**src/rtl/serial_operand_feeder_pkg.sv**
```systemverilog
// Shared types and defaults for the serial operand feeder that drives the bit-serial adder.
package serial_pkg;
  typedef enum logic {IDLE = 1'b0, SHIFT = 1'b1} state_e;
  localparam int DEFAULT_WIDTH = 16;
endpackage

```
**src/rtl/serial_operand_feeder_if.sv**
```systemverilog
// Operand handshake on the parallel side plus the framed bit-serial stream towards the adder.
interface serial_operand_feeder_if import serial_pkg::*; #(
  parameter int WIDTH = DEFAULT_WIDTH
);
  logic             in_valid;
  logic             in_ready;
  logic [WIDTH-1:0] in_a;
  logic [WIDTH-1:0] in_b;
  logic             ser_ready;
  logic             ser_valid;
  logic             ser_a;
  logic             ser_b;
  logic             ser_first;
  logic             ser_last;

  // master is the feeder itself; slave is the operand source plus downstream adder
  modport master (
    input  in_valid, in_a, in_b, ser_ready,
    output in_ready, ser_valid, ser_a, ser_b, ser_first, ser_last
  );

  modport slave (
    output in_valid, in_a, in_b, ser_ready,
    input  in_ready, ser_valid, ser_a, ser_b, ser_first, ser_last
  );
endinterface

```
**src/rtl/serial_operand_feeder_piso_shift_reg.sv**
```systemverilog
// Parallel-in serial-out register, LSB first, zero fill; load wins over shift.
module piso_shift_reg #(
  parameter int WIDTH = 16
) (
  input  logic             clk,
  input  logic             rst_n,
  input  logic             load,
  input  logic             shift_en,
  input  logic [WIDTH-1:0] par_in,
  output logic             ser_out
);
  logic [WIDTH-1:0] sh_q;
  logic [WIDTH-1:0] sh_d;

  always_comb begin
    sh_d = sh_q;
    if (load) begin
      sh_d = par_in;
    end else if (shift_en) begin
      sh_d = {1'b0, sh_q[WIDTH-1:1]};
    end
  end

  always_ff @(posedge clk or negedge rst_n) begin
    if (!rst_n) begin
      sh_q <= '0;
    end else begin
      sh_q <= sh_d;
    end
  end

  assign ser_out = sh_q[0];
endmodule

```
**src/rtl/serial_operand_feeder.sv**
```systemverilog
// Accepts operand pairs and streams them LSB-first with first/last framing for the serial adder.
module serial_operand_feeder import serial_pkg::*; #(
  parameter int WIDTH = DEFAULT_WIDTH
) (
  input  logic                    clk,
  input  logic                    rst_n,
  serial_operand_feeder_if.master bus,
  output logic                    busy
);
  localparam int                CNT_W    = (WIDTH > 1) ? $clog2(WIDTH) : 1;
  localparam logic [CNT_W-1:0]  LAST_CNT = CNT_W'(WIDTH - 1);

  state_e           state_q, state_d;
  logic [CNT_W-1:0] cnt_q, cnt_d;
  logic             load, shift_en, rdy, last_beat;
  logic             bit_a, bit_b;
  logic             in_shift;

  assign in_shift  = (state_q == SHIFT);
  assign last_beat = in_shift && (cnt_q == LAST_CNT);

  always_comb begin
    state_d  = state_q;
    cnt_d    = cnt_q;
    load     = 1'b0;
    shift_en = 1'b0;
    rdy      = 1'b0;
    case (state_q)
      IDLE: begin
        rdy = 1'b1;
        if (bus.in_valid) begin
          load    = 1'b1;
          cnt_d   = '0;
          state_d = SHIFT;
        end
      end
      SHIFT: begin
        // The last beat doubles as the load slot so back-to-back frames have no bubble
        rdy = last_beat && bus.ser_ready;
        if (bus.ser_ready) begin
          if (last_beat) begin
            cnt_d = '0;
            if (bus.in_valid) begin
              load = 1'b1;
            end else begin
              shift_en = 1'b1;
              state_d  = IDLE;
            end
          end else begin
            shift_en = 1'b1;
            cnt_d    = cnt_q + CNT_W'(1);
          end
        end
      end
      default: state_d = IDLE;
    endcase
  end

  always_ff @(posedge clk or negedge rst_n) begin
    if (!rst_n) begin
      state_q <= IDLE;
      cnt_q   <= '0;
    end else begin
      state_q <= state_d;
      cnt_q   <= cnt_d;
    end
  end

  piso_shift_reg #(.WIDTH(WIDTH)) u_sh_a (
    .clk      (clk),
    .rst_n    (rst_n),
    .load     (load),
    .shift_en (shift_en),
    .par_in   (bus.in_a),
    .ser_out  (bit_a)
  );

  piso_shift_reg #(.WIDTH(WIDTH)) u_sh_b (
    .clk      (clk),
    .rst_n    (rst_n),
    .load     (load),
    .shift_en (shift_en),
    .par_in   (bus.in_b),
    .ser_out  (bit_b)
  );

  assign bus.in_ready  = rdy;
  assign bus.ser_valid = in_shift;
  assign bus.ser_a     = in_shift & bit_a;
  assign bus.ser_b     = in_shift & bit_b;
  assign bus.ser_first = in_shift && (cnt_q == '0);
  assign bus.ser_last  = last_beat;
  assign busy          = in_shift;
endmodule

```
**src/flat_wrapper.sv**
```systemverilog
// flat-port wrapper written by rule: the top's interface ports become plain ports
module serial_operand_feeder_flat import serial_pkg::*;
#(
  parameter int WIDTH = DEFAULT_WIDTH
)
  (clk, rst_n, busy, bus_in_valid, bus_in_a, bus_in_b, bus_ser_ready, bus_in_ready, bus_ser_valid, bus_ser_a, bus_ser_b, bus_ser_first, bus_ser_last);
  serial_operand_feeder_if #(.WIDTH(WIDTH)) bus_i ();
  input  logic clk;
  input  logic rst_n;
  output logic busy;
  input wire logic [$bits(bus_i.in_valid)-1:0] bus_in_valid;
  input wire logic [$bits(bus_i.in_a)-1:0] bus_in_a;
  input wire logic [$bits(bus_i.in_b)-1:0] bus_in_b;
  input wire logic [$bits(bus_i.ser_ready)-1:0] bus_ser_ready;
  output wire logic [$bits(bus_i.in_ready)-1:0] bus_in_ready;
  output wire logic [$bits(bus_i.ser_valid)-1:0] bus_ser_valid;
  output wire logic [$bits(bus_i.ser_a)-1:0] bus_ser_a;
  output wire logic [$bits(bus_i.ser_b)-1:0] bus_ser_b;
  output wire logic [$bits(bus_i.ser_first)-1:0] bus_ser_first;
  output wire logic [$bits(bus_i.ser_last)-1:0] bus_ser_last;
  assign bus_i.in_valid = bus_in_valid;
  assign bus_i.in_a = bus_in_a;
  assign bus_i.in_b = bus_in_b;
  assign bus_i.ser_ready = bus_ser_ready;
  assign bus_in_ready = bus_i.in_ready;
  assign bus_ser_valid = bus_i.ser_valid;
  assign bus_ser_a = bus_i.ser_a;
  assign bus_ser_b = bus_i.ser_b;
  assign bus_ser_first = bus_i.ser_first;
  assign bus_ser_last = bus_i.ser_last;
  serial_operand_feeder #(.WIDTH(WIDTH)) u_core (.clk(clk), .rst_n(rst_n), .bus(bus_i), .busy(busy));
endmodule
```
**config.mk**
```make
export PLATFORM = sky130hd
export DESIGN_NAME = serial_operand_feeder_flat
export DESIGN_NICKNAME = d
export VERILOG_FILES = /design/src/rtl/serial_operand_feeder_pkg.sv /design/src/rtl/serial_operand_feeder_if.sv /design/src/rtl/serial_operand_feeder_piso_shift_reg.sv /design/src/rtl/serial_operand_feeder.sv /design/src/flat_wrapper.sv
export SDC_FILE = /design/constraint.sdc
export NUM_CORES = 1
export LEC_CHECK = 0
export CAP_MARGIN = 20
export CELL_PAD_IN_SITES_DETAIL_PLACEMENT = 0
export CELL_PAD_IN_SITES_GLOBAL_PLACEMENT = 1
export CORE_MARGIN = 5
export CORE_UTILIZATION = 37
export CTS_CLUSTER_SIZE = 28
export DETAILED_ROUTE_END_ITERATION = 7
export HOLD_SLACK_MARGIN = 0.12
export PLACE_DENSITY = 0.84
export SLEW_MARGIN = 10
export SYNTH_ARGS = -nofsm -noshare
export SYNTH_HDL_FRONTEND = slang
export SYNTH_SLANG_ARGS = --single-unit
```
**constraint.sdc**
```tcl
create_clock -name clk -period 1.6 [get_ports clk]
set_clock_uncertainty 0.1 [all_clocks]
set_input_delay 0.4 -clock clk [delete_from_list [all_inputs] [get_ports clk]]
set_output_delay 0.4 -clock clk [all_outputs]
set_load 0.1 [all_outputs]
```
==> results.md, run 1 <==
* Status: finished, violations left
* Failing checks: negative setup slack
* Warnings, synthesis at 0
* Cells after synthesis at 318
* Net switching power at 0.001779 W
* Detailed Routing Iterations Pass 1 at 4
* Vias/cell at 5.963
* Initial drt markers at 148
* Power Total at 0.004566 W
* Post-synth top area share at 34.31%
* Fraction of registers with async set/reset at 100.0%
* Commonest non-fill, non-tap cell in the layout: nor2_1
* Cell variety after synth at 30
* Seq/Total Area, Yosys at 34.31%
* # setup viols final at 31
* Max Slew Vio Count at 0
* Crit start category: flip-flop
* RSZ-0062 raised after global routing: true
* Maximum VDD drop at 0.3719 mV
* Port bufs at 42
* Leading cell types in the layout, fill and taps excluded: nor2_1, dfrtp_1, clkdlybuf4s50_1
* Diodes inserted at 0
* GRT Total Usage at 19.55%
* CTS H-tree lvls at 2
* IO Pins at 43
* Die Span Y at 95.41 um
* Clock power frac at 16.5%
* Flop pwr share at 35.8%
* Drc violations at 0
* Yosys reg bits at 37
* Worst-path clk slew at 0.08 ns
* Internal Power at 0.002787 W
* Layout area overhead at 73.76%
* Crit. End Element: output port
* Layout Nets at 431
* Core ar. at 7176 sq um
* Slew HR at 71.31%
* Fin worst setup slack at -0.3343 ns
* Fin. Hold Viols at 0
* Syn avg cell area at 8.487 sq um
* Max Fanout on Critical Path at 4
* Crit path kind: reg -> out
* Initial antenna violation count at 0
* Net count after synthesis at 356
* Maximum capacitance violations at 0
* Worst hold path type: in -> async
* Routed WL at 9058 um
* Placed Cells at 459
* ANT nets after route at 0
* FP Rows at 31
* Die area at 9102 sq um
* DP Wirelength at 4909 um
* CTS tree: built
* Gr ovfl total at 0
* Clock Sinks at 37
* Sw Ratio at 38.95%
* Inserted Clock Buffers at 5
* Initial Util at 37.61%
* Period utilization at 120.9%
* Vias at 2940
* Final Non-Filler Cells at 493
* Number of flops mapped to enable cells by yosys at 0
* Die W at 95.41 um
* Clock Latency Late Sink at 0.30 ns
* Fillers at 536
* Dominant cells by area after synthesis: dfrtp_1, a221oi_1, o221ai_1
* Worst slew pin tran at 0.4303 ns
* Largest net degree at the start of global routing at 32
* Tmin final at 1.934 ns
* Comb pwr share at 47.7%
* Share of layout cells above drive strength 1 at 41.12%
* Fmax at 0.5170 GHz
* Cell taking the most area after synthesis: dfrtp_1
* Cell Area, Synth at 2699 sq um
* Data arrival time of the critical path at 1.43 ns
* Deepest clock path buffer count at 2
* LEAKAGE at 1.820 nW
* Root Buffer: clkbuf_8
* Number of global-route vias before repair at 2948
* GPL Wtd Cong at 0.7794
* Final TNS setup at -3.065 ns
* Wire per inst at 18.37 um
* Global-route wire length before repair at 13990 um
* Most common flop cell mapped by yosys: dfrtp_1
* CP required at 1.10 ns
* Pwr/cell area at 973.7 nW/um^2
==> area by class of cell <==
class	instances	area, sq um	share of cell area [%]
multi-input combinational	243	2150	45.84
timing repair buffer	103	1374	29.30
sequential	37	929.6	19.82
tap	99	123.9	2.641
clock buffer	7	96.34	2.054
inverter	3	11.26	0.2401
clock inverter	1	5.005	0.1067
==> through the flow <==
step | cell area [sq um] | hold slack (ns) | util (%) | setup slack (ns)
after floorplan | 2815 | 0.004409 | - | -0.7890
after global placement | 3591 | 0.2641 | 50.04 | -0.3610
after detailed placement | 3591 | 0.2622 | 50.04 | -0.3894
after CTS | 4390 | 0.4797 | 61.19 | -0.3332
after global routing | 4690 | 0.5066 | 65.35 | -0.3860
final | 4690 | 0.4680 | 65.35 | -0.3343
==> routing by layer <==
| metal | wire length [um] | GRT usage [%] |
|---|---|---|
| met2 | 4697 | 32.94 |
| met5 | 0 | 0 |
| met3 | 376 | 3.157 |
| met4 | 187 | 8.175 |
| met1 | 3797 | 24.78 |
==> power groups by stage <==
| stage | clock network [W] | registers, W | logic [W] |
|---|---|---|---|
| final | 0.000754 | 0.00163 | 0.00218 |
| after global routing | 0.000804 | 0.00167 | 0.00233 |
| after CTS | 0.000753 | 0.00157 | 0.00201 |
| after detailed placement | 0 | 0.00158 | 0.00166 |
| after global placement | 0 | 0.00157 | 0.00162 |
| after floorplan | 0 | 0.00151 | 0.00111 |
==> what timing repair did <==
action                                 4_1_cts  5_1_grt
endpoints found under the hold margin       16        0
pin swaps                                   55       17
gates cloned                                 6        4
gates resized for setup                     92       41
hold buffers                                 1        0
buffers inserted                            14       10
setup endpoints to repair                   39       40
==> worst max-delay path, stage by stage, from the launching register on <==
cell and delay [ns]:
dfrtp_1 0.43, ha_4 0.17, nand4_1 0.11, buf_4 0.19, nand2_8 0.06, buf_12 0.16
==> flip-flops by register name (all words and copies together) (netlist names) <==
register              count
u_core.u_sh_a.sh_q       16
u_core.bus.ser_valid      1
u_core.u_sh_b.sh_q       16
u_core.cnt_q              4
==> kinds of logic after synthesis <==
family,Yosys count,share of synthesized area [%]
multiplexers,3,1.113
flip-flops,37,34.31
buffers and inverters,38,6.954
AND/OR/NAND/NOR,169,34.31
adder cells (fa/ha/maj),2,0.9271
AO/OA/AOI/OAI,68,22.07
XOR/XNOR,1,0.3246
==> cell usage after synthesis, types with 4 or more instances <==
cell type	instances
and2_1	4
nor2b_1	30
dfrtp_1	37
nand2_1	5
clkbuf_1	24
a221oi_1	30
nor2_1	63
nor3b_1	30
or3_1	29
o221ai_1	30
buf_6	4
==> worst paths after layout <==
path                       slack (ns)                     end              startpoint  cells past startpoint
max in group asynchronous        0.34  u_core.u_sh_a.sh_q[14]                   rst_n                      3
max                             -0.33            bus_in_ready         u_core.cnt_q[0]                      5
min                              0.47   u_core.u_sh_b.sh_q[6]                   rst_n                      2
max reg2reg                     -0.11   u_core.u_sh_b.sh_q[2]         u_core.cnt_q[0]                      5
min in group clk                 0.51  u_core.u_sh_b.sh_q[15]  u_core.u_sh_b.sh_q[15]                      1
min reg2reg                      0.51  u_core.u_sh_b.sh_q[15]  u_core.u_sh_b.sh_q[15]                      1
Power figures use the tool's default switching activity.
==> run 2: changes to the inputs <==
- CAP_MARGIN: 20 -> 5
- CORE_UTILIZATION: 37 -> 40
- PLACE_DENSITY: 0.84 -> unset
- PLACE_DENSITY_LB_ADDON: unset -> 0.1
- clock period: 1.6 -> 2.4 ns (I/O delays scaled with it)
==> results.md, run 2 (synthesis gave the netlist of run 1 again) <==
* Final Non-Filler Cells at 428 (-13%)
* Largest net degree at the start of global routing at 69 (+120%)
* Port bufs at 42 (unchanged)
* Placed Cells at 419 (-8.7%)
* RSZ-0062 raised after global routing: false
* Pwr/cell area at 744.3 nW/um^2 (-24%)
* Drc violations at 0 (unchanged)
* Maximum capacitance violations at 0 (unchanged)
* Routed WL at 6918 um (-24%)
* Global-route wire length before repair at 11680 um (-17%)
* Share of layout cells above drive strength 1 at 10.92% (-30 points)
* Data arrival time of the critical path at 1.60 ns (+0.17 ns)
* Final instance area at 3374 sq um (-28%)
* Max Slew Vio Count at 0 (unchanged)
* Crit. End Element: output port
* Die W at 92.14 um (-3.4%)
* Wire per inst at 16.16 um (-12%)
* Commonest non-fill, non-tap cell in the layout: nor2_1
* IO Pins at 43 (unchanged)
* Die Span Y at 92.14 um (-3.4%)
* Status: finished clean
* Crit path kind: in -> out
* Layout Nets at 385 (-11%)
* Max Fanout on Critical Path at 3 (-1)
* Number of global-route vias before repair at 2469 (-16%)
* Fmax at 0.4349 GHz
* Root Buffer: clkbuf_8
* Tmin final at 2.299 ns
* Clock Latency Late Sink at 0.30 ns (about the same)
* # setup viols final at 0 (-100%)
* Worst slew pin tran at 0.6869 ns (+0.2566 ns)
* Inserted Clock Buffers at 5 (unchanged)
* CP required at 1.70 ns (+0.60 ns)
* Period utilization at 95.80%
* Gr ovfl total at 0 (unchanged)
* Area occupied by multi-input gates at 1613 sq um (-25%)
* ANT nets after route at 0 (unchanged)
* Layout area overhead at 25.03%
* Crit start category: primary input
* Initial Util at 40.39% (+2.8 points)
* Deepest clock path buffer count at 2 (unchanged)
* Core ar. at 6681 sq um (-6.9%)
* DP Area at 3277 sq um (-8.7%)
* CTS H-tree lvls at 2 (unchanged)
* GRT Total Usage at 16.73% (-2.8 points)
* Register area at 929.6 sq um (unchanged)
* Fin. Hold Viols at 0 (unchanged)
* Leading cell types in the layout, fill and taps excluded: nor2_1, dfrtp_1, clkdlybuf4s50_1
* Clock Sinks at 37 (unchanged)
* Vias/cell at 6.014 (+0.85%)
* Fin Hold WS at 0.2342 ns (-0.2338 ns)
* GPL Wtd Cong at 0.7080 (-9.2%)
* Maximum VDD drop at 0.2946 mV (-21%)
* Final TNS setup at 0 ns (+3.065 ns)
* FP Rows at 30 (-3.2%)
* Biggest regs: u_core.u_sh_a.sh_q: 16 flops, u_core.u_sh_b.sh_q: 16 flops, u_core.cnt_q: 4 flops
* Initial antenna violation count at 0 (unchanged)
* Slew HR at 54.20% (-17 points)
* Diodes inserted at 0 (unchanged)
* Fillers at 655 (+22%)
* LEAKAGE at 1.263 nW (-31%)
* Worst hold path type: in -> async
* Detailed Routing Iterations Pass 1 at 4 (unchanged)
* DP Wirelength at 4310 um (-12%)
* Initial drt markers at 195 (+32%)
* Utilization after layout at 50.51% (-15 points)
* CTS tree: built
* Vias at 2574 (-12%)
* Worst-path clk slew at 0.08 ns (about the same)
* Die area at 8490 sq um (-6.7%)
## run 2: worst max-delay path, cell delays in order
cell	delay [ns]
clkdlybuf4s50_1	0.52
nand4_1	0.15
nand2_2	0.14
buf_12	0.18
## run 2: worst paths after layout
| check | start | endpoint | slack, ns | cells after the start |
|---|---|---|---|---|
| hold / removal | rst_n | u_core.cnt_q[2] | 0.23 | 1 |
| setup / recovery | bus_ser_ready | bus_in_ready | 0.10 | 4 |
| hold reg to reg | u_core.cnt_q[0] | u_core.cnt_q[0] | 0.44 | 1 |
| max in group asynchronous | rst_n | u_core.u_sh_a.sh_q[14] | 1.40 | 2 |
| min in group clk | u_core.cnt_q[0] | u_core.cnt_q[0] | 0.44 | 1 |
| setup reg to reg | u_core.bus.ser_valid | u_core.u_sh_a.sh_q[8] | 0.51 | 5 |
## run 2: power breakdown
group	internal, W	switching (W)	total (W)
clock network	0.000235	0.000232	0.000466
logic	0.000484	0.000500	0.000984
registers	0.000823	0.000239	0.00106
## run 2: cell type report
class	instances	area share [%]
multi-input combinational	243	47.79
sequential	37	27.55
clock buffer	8	2.670
timing repair buffer	57	18.69
inverter	3	0.3337
tap	80	2.966
## run 2: per-stage QoR
step           power (W)  worst slack, ns
2_1_floorplan   0.001727          -0.1897
3_3_place_gp    0.002046          0.01190
3_5_place_dp    0.002065          0.02067
4_1_cts         0.002533          0.01924
5_1_grt         0.002674          0.06612
6_report        0.002512           0.1009
## run 2: what timing repair did
item                       CTS  global route
hold endpoints to repair     0             0
resized for setup            0             0
hold buffers                 0             0
buffers inserted             0             1
setup endpoints to repair    0             1
## run 2: per-layer routing
metal	wire, um	global-route usage (%)	part of all wire, %	up-vias
li1	-	-	-	1249
met1	3287	21.58	48	1275
met2	3294	28.65	48	44
met3	265	3.035	3.8	6
met4	71	4.579	1.0	0
met5	0	0	0	-
